[src/rtl/input_debounce.sv]
// Input conditioning for board switches and buttons.
// Every raw bit passes through a 2-flop synchroniser and a per-bit debounce
// counter. Debounced levels and single-cycle edge pulses are all registered.
module input_debounce #(
  parameter int SW_W            = 8,
  parameter int BTN_W           = 5,
  parameter int DEBOUNCE_CYCLES = 50000
) (
  input  logic             clk,
  input  logic             rst,
  input  logic [SW_W-1:0]  sw,
  input  logic [BTN_W-1:0] btn,
  output logic [SW_W-1:0]  sw_db,
  output logic [BTN_W-1:0] btn_db,
  output logic [BTN_W-1:0] btn_rise,
  output logic [BTN_W-1:0] btn_fall,
  output logic             sw_chg
);

  // Switches occupy the low bits of the combined vector, buttons the high bits.
  localparam int TW = SW_W + BTN_W;
  localparam int CW = $clog2(DEBOUNCE_CYCLES + 1);
  localparam logic [CW-1:0] CNT_LAST = CW'(DEBOUNCE_CYCLES - 1);

  logic [TW-1:0]    raw;
  logic [TW-1:0]    s1_q;
  logic [TW-1:0]    s2_q;
  logic [TW-1:0]    db_q;
  logic [TW-1:0]    db_d;
  logic [TW-1:0]    upd;
  logic [CW-1:0]    cnt_q [TW];
  logic [CW-1:0]    cnt_d [TW];
  logic [BTN_W-1:0] rise_q;
  logic [BTN_W-1:0] fall_q;
  logic             chg_q;

  assign raw = {btn, sw};

  // Two-flop synchroniser; only s2 is consumed by the debounce logic.
  always_ff @(posedge clk or negedge rst) begin
    if (!rst) begin
      s1_q <= '0;
      s2_q <= '0;
    end else begin
      s1_q <= raw;
      s2_q <= s1_q;
    end
  end

  // Per-bit debounce next state: count consecutive mismatches, accept the
  // new level on the N-th one; any agreement clears the count.
  always_comb begin
    for (int i = 0; i < TW; i++) begin
      upd[i]   = 1'b0;
      db_d[i]  = db_q[i];
      cnt_d[i] = '0;
      if (s2_q[i] != db_q[i]) begin
        if (cnt_q[i] == CNT_LAST) begin
          upd[i]  = 1'b1;
          db_d[i] = s2_q[i];
        end else begin
          cnt_d[i] = cnt_q[i] + CW'(1);
        end
      end
    end
  end

  // Debounce state registers: counters and accepted levels.
  always_ff @(posedge clk or negedge rst) begin
    if (!rst) begin
      db_q <= '0;
      for (int i = 0; i < TW; i++) begin
        cnt_q[i] <= '0;
      end
    end else begin
      db_q <= db_d;
      for (int i = 0; i < TW; i++) begin
        cnt_q[i] <= cnt_d[i];
      end
    end
  end

  // Edge pulses registered alongside the level update so they coincide with
  // the cycle in which the new debounced value first appears.
  always_ff @(posedge clk or negedge rst) begin
    if (!rst) begin
      rise_q <= '0;
      fall_q <= '0;
      chg_q  <= 1'b0;
    end else begin
      rise_q <= upd[TW-1:SW_W] & s2_q[TW-1:SW_W];
      fall_q <= upd[TW-1:SW_W] & ~s2_q[TW-1:SW_W];
      chg_q  <= |upd[SW_W-1:0];
    end
  end

  assign sw_db    = db_q[SW_W-1:0];
  assign btn_db   = db_q[TW-1:SW_W];
  assign btn_rise = rise_q;
  assign btn_fall = fall_q;
  assign sw_chg   = chg_q;

endmodule
[config.mk]
export PLATFORM = sky130hd
export DESIGN_NAME = input_debounce
export DESIGN_NICKNAME = d
export VERILOG_FILES = /design/src/rtl/input_debounce.sv
export SDC_FILE = /design/constraint.sdc
export NUM_CORES = 1
export LEC_CHECK = 0
export CAP_MARGIN = 0
export CORE_ASPECT_RATIO = 1.25
export CORE_UTILIZATION = 45
export CTS_BUF_LIST = sky130_fd_sc_hd__clkbuf_8
export CTS_CLUSTER_DIAMETER = 120
export DETAILED_ROUTE_END_ITERATION = 10
export DONT_BUFFER_PORTS = 1
export PLACE_DENSITY_LB_ADDON = 0.25
export SYNTH_ARGS = -nofsm -noshare
export SYNTH_HDL_FRONTEND = slang
export SYNTH_SLANG_ARGS = --single-unit
[constraint.sdc]
create_clock -name clk -period 2 [get_ports clk]
set_input_delay 0.4 -clock clk [delete_from_list [all_inputs] [get_ports clk]]
set_output_delay 0.4 -clock clk [all_outputs]
set_load 0.03 [all_outputs]
---- After elaboration in Yosys (flattened, before gate mapping) ----
Cells that the tools add are included.
storage, ports and cells
  output and inout port bits .............. 24
  input bits .............................. 15
  register bits ........................... 258
operators by class
  add/sub/neg operators ................... 13
  reduce and logical (&&, ||, !) cells .... 14
  bitwise logic cells ..................... 3
  equal/unequal tests ..................... 26
  mux-type cells .......................... 52
operator list
  operator               count
  $mux 16                26
  $add 16x1->16 const B  13
  $eq 16x16->1 const B   13
  $mux 1                 26
  $reduce_and 2->1       13
  $ne 1x1->1             13
  $and 5x5->5            2
  $reduce_or 8->1        1
  $not 5->5              1

---- Logic depth before layout (Yosys ltp) ----
  depth after elaboration ................. 4
  gate-level depth with buffers ........... 7
  depth with buffers taken out ............ 6

---- Worst setup path before layout ----
No wires, ideal clock.
  kind .................................... register to register
  start ................................... register cnt_q[144] (netlist name)
  end ..................................... register chg_q, in the netlist sw_chg
  required time ........................... 1.869 ns
  stages on the path, launching flop included .. 8
  data arrival time ....................... 1.640 ns
  setup slack ............................. 0.229 ns
  cell sequence ........................... dfrtp_1 ha_1 and3_1 clkbuf_1 nand4_1 o22ai_1 a211o_1 or3_1
between the ends
  word-level cells in the longest chain between the ends .. 4
RTL lines
  item                              line  RTL
  start: declaration                31    logic [CW-1:0] cnt_q [TW];
  start signal: indexed assignment  78    cnt_q[i] <= cnt_d[i];
  $eq 16x16->1                      58    if (cnt_q[i] == CNT_LAST) begin
  $mux 1                            58
  $mux 1                            57    if (s2_q[i] != db_q[i]) begin
  $reduce_or 8->1                   93    chg_q <= |upd[SW_W-1:0];
  end signal: assignment            93
  end: declaration                  35    logic chg_q;
Every way passes these cells.
A chain may end at the register's enable or synchronous reset.

---- Worst setup path after layout ----
  start ................................... register cnt_q[75] (netlist name)
  end ..................................... register db_q[8]
between the ends
  word-level cells in the longest chain between the ends .. 2
RTL lines
  item                        line  RTL
  $eq 16x16->1                58
  $reduce_and 2->1 (no line)  n/a
  end signal: assignment      71    db_q <= '0;
  end signal: assignment      76    db_q <= db_d;
  end: declaration            28    logic [TW-1:0] db_q;
Every way passes these cells.

==> metrics <==
Final Max Tran Viols=0; minimum clock period=1.805 ns; Max FO, Critical Path=5; count leader, synth=dfrtp_1; Power Density=794.5 nW/µm²; fmax=553.9 MHz; Hold Path Class=in2async; critical path class=reg2reg; worst r2r dst=db_q[8]; crit end category=register; static leakage=5.757 nW; Vias/cell=4.995; drt drc=0; pin count of the biggest net entering global routing=259; final hold violation count=258; global-route wire length before repair=35700 µm; Mapped Nets=1137; largest family of logic cells by synthesized area=simple AND/OR/NAND/NOR gates; Longest Clk Path Bufs=3; worst slew pin tran=0.5694 ns; initial core utilization=45.73%; via count=7688; R2R cell count=3; R2R setup slack=0.19 ns; GP Congestion=0.7735; Final setup viols=0; number of distinct library cells after synthesis=36; #FFs+latches synth=258; compound-cell area share of the yosys netlist=0.6969%; vias in the first global route=7815; root buf cell=clkbuf_8; worst hold slack=-0.4342 ns; drt initial violations=368; synth top area cells=dfrtp_1 (56%), xnor2_1 (8.6%), nor2_1 (7.8%), xor2_1 (6.2%), nand3_1 (2.7%); fin util=51.88%; Die Ht=180.7 µm; adder-cell share of the synthesized area=1.416%; ys async rst share=100.0%; clk_skew=0.01716 ns; I/O Buffers=0; Synth Area per Inst=10.36 µm²; die area=26180 µm²; Die X-Extent=144.9 µm; layout cells sized above 1=9.302%; slew margin rel.=62.04%; Yosys top cell by area=dfrtp_1; number of fill cells=2246; clock sink total=258; nets=1200; total CTS buffers=44; top post-synthesis cells by count=dfrtp_1 (258), nor2_1 (240), xnor2_1 (113), xor2_1 (81), nand2_1 (76); XOR/XNOR Fraction of Synth Area=14.79%; drt total wl=20040 µm; initial antenna violation count=0; WP data required=2.42 ns; H-tree Lvls=2; CTS tree=yes; total gr overflow=0; sequential fraction of the synthesis area=56.18%; Synth-to-Final Area Change=13.47%; max-cap violations=0; Fin Setup TNS=0 ns; ys flop type=dfrtp_1; diodes inserted=0; synthesized cell area=11490 µm²; RR Startpoint=cnt_q[75]; failing checks=hold timing; cts hold-fix bufs=13; Peak VDD IR=0.4488 mV; Crit path arrival time=2.22 ns; DP Wirelength=12540 µm; fin crit share=90.27%; Worst setup SP type=register; simple-gate share of the synthesized area=24.04%; Routed Antenna Nets=0; multiplexer area fraction after synthesis=1.307%; area share of the largest cell type after synthesis=56.18%; GRT Overall Usage=16.18%; worst skew pair latency=0.54 ns; WL per Instance=13.02 µm; outcome=finished with violations; I/O pin cnt=39; synthesized instance count=1109; RSZ-0062 raised after global routing=no; YS warnings=0; core area=25130 µm²; drt pass-1 iters=4; Clk pin slew, worst setup/hold paths=0.06 ns; Post-synth EDFFs=0; num rows=65
-- repair_timing --
| item | 4_1_cts | 5_1_grt |
|---|---|---|
| hold endpoints to repair | 271 | 258 |
| buffers inserted | 0 | 0 |
| gates resized for setup | 0 | 1 |
| setup endpoints to repair | 0 | 1 |
-- final cells by class --
type                       count  area, µm²  share of cell area, %
sequential                   258       6456                  49.52
clock buffer                  56      770.7                  5.911
timing repair buffer          39      325.3                  2.495
clock inverter                22      121.4                 0.9308
tap                          335      419.2                  3.215
multi-input combinational    806       4860                  37.27
inverter                      23      86.33                 0.6621
-- layer usage --
metal	wire length [µm]	share of wire (%)	vias up	GRT usage, %
met5	0	0	-	0
met4	581	2.9	0	6.468
met3	638	3.2	48	3.190
met2	9788	49	90	27.60
met1	9030	45	3709	20.11
li1	-	-	3841	-
-- flip-flops by register name, indices dropped and copies added, names as in the netlist --
signal,cells
btn_rise,5
s2_q,13
s1_q,13
btn_fall,5
db_q,13
cnt_q,208
sw_chg,1
-- power breakdown --
part           switching (mW)  internal, mW  leakage [nW]
Sequential             0.0677          5.31          3.51
Clock                    2.11          2.64         0.519
Combinational           0.121         0.110          1.73
Total                    2.29          8.06          5.76
-- worst max-delay path by stage --
stage	startpoint	cells after the start	slack (ns)	to
after floorplan	cnt_q[144]	7	0.23	sw_chg
after global placement	cnt_q[75]	3	0.22	db_q[8]
after detailed placement	cnt_q[144]	6	0.20	sw_chg
after CTS	cnt_q[144]	6	0.19	sw_chg
after global routing	cnt_q[160]	6	0.1	sw_chg
final	cnt_q[75]	3	0.19	db_q[8]
-- worst max-delay path, stage by stage (launching register included) --
cell and delay [ns]:
dfrtp_1 0.42, or3_1 0.36, or4_4 0.59, mux2_4 0.32
-- cell families after synthesis --
logic type / Yosys count
adders and majority gates: 13
AOI/OAI and AO/OA: 13
xor gates and xnor gates: 194
and+or+nand+nor: 573
buffers and inverters: 45
muxes: 13
DFF: 258
-- per-stage QoR --
stage                     hold slack (ns)  worst slack [ns]  power, mW  std cells  area [µm²]
final                             -0.4342            0.1946      10.36       1539       13040
after global placement             0.1124            0.2151      5.682       1448       12010
after detailed placement           0.1123            0.2009      5.688       1448       12010
after floorplan                    0.1044            0.2286      5.614       1109       11490
after CTS                         -0.4788            0.1850      10.55       1539       13030
after global routing              -0.4705           0.09835      10.82       1539       13040
-- cells in the final DEF, fill, tap and decap left out, types with 6 or more instances in the layout --
master / netlist / final
nor3_1: 47 / 46
nand2_1: 76 / 76
dfrtp_1: 258 / 258
ha_1: 13 / 13
clkinv_2: 0 / 6
dlygate4sd3_1: 0 / 13
clkbuf_8: 0 / 56
or3_1: 12 / 12
inv_1: 23 / 37
buf_4: 0 / 26
xnor2_1: 113 / 113
nor4b_1: 12 / 12
and4_1: 8 / 8
nor2_1: 240 / 240
and3_1: 43 / 43
mux2_2: 12 / 12
nand3_1: 63 / 63
xor2_1: 81 / 81
nor3b_1: 10 / 10
nand4_1: 43 / 43
Power figures use the tool's default switching activity.
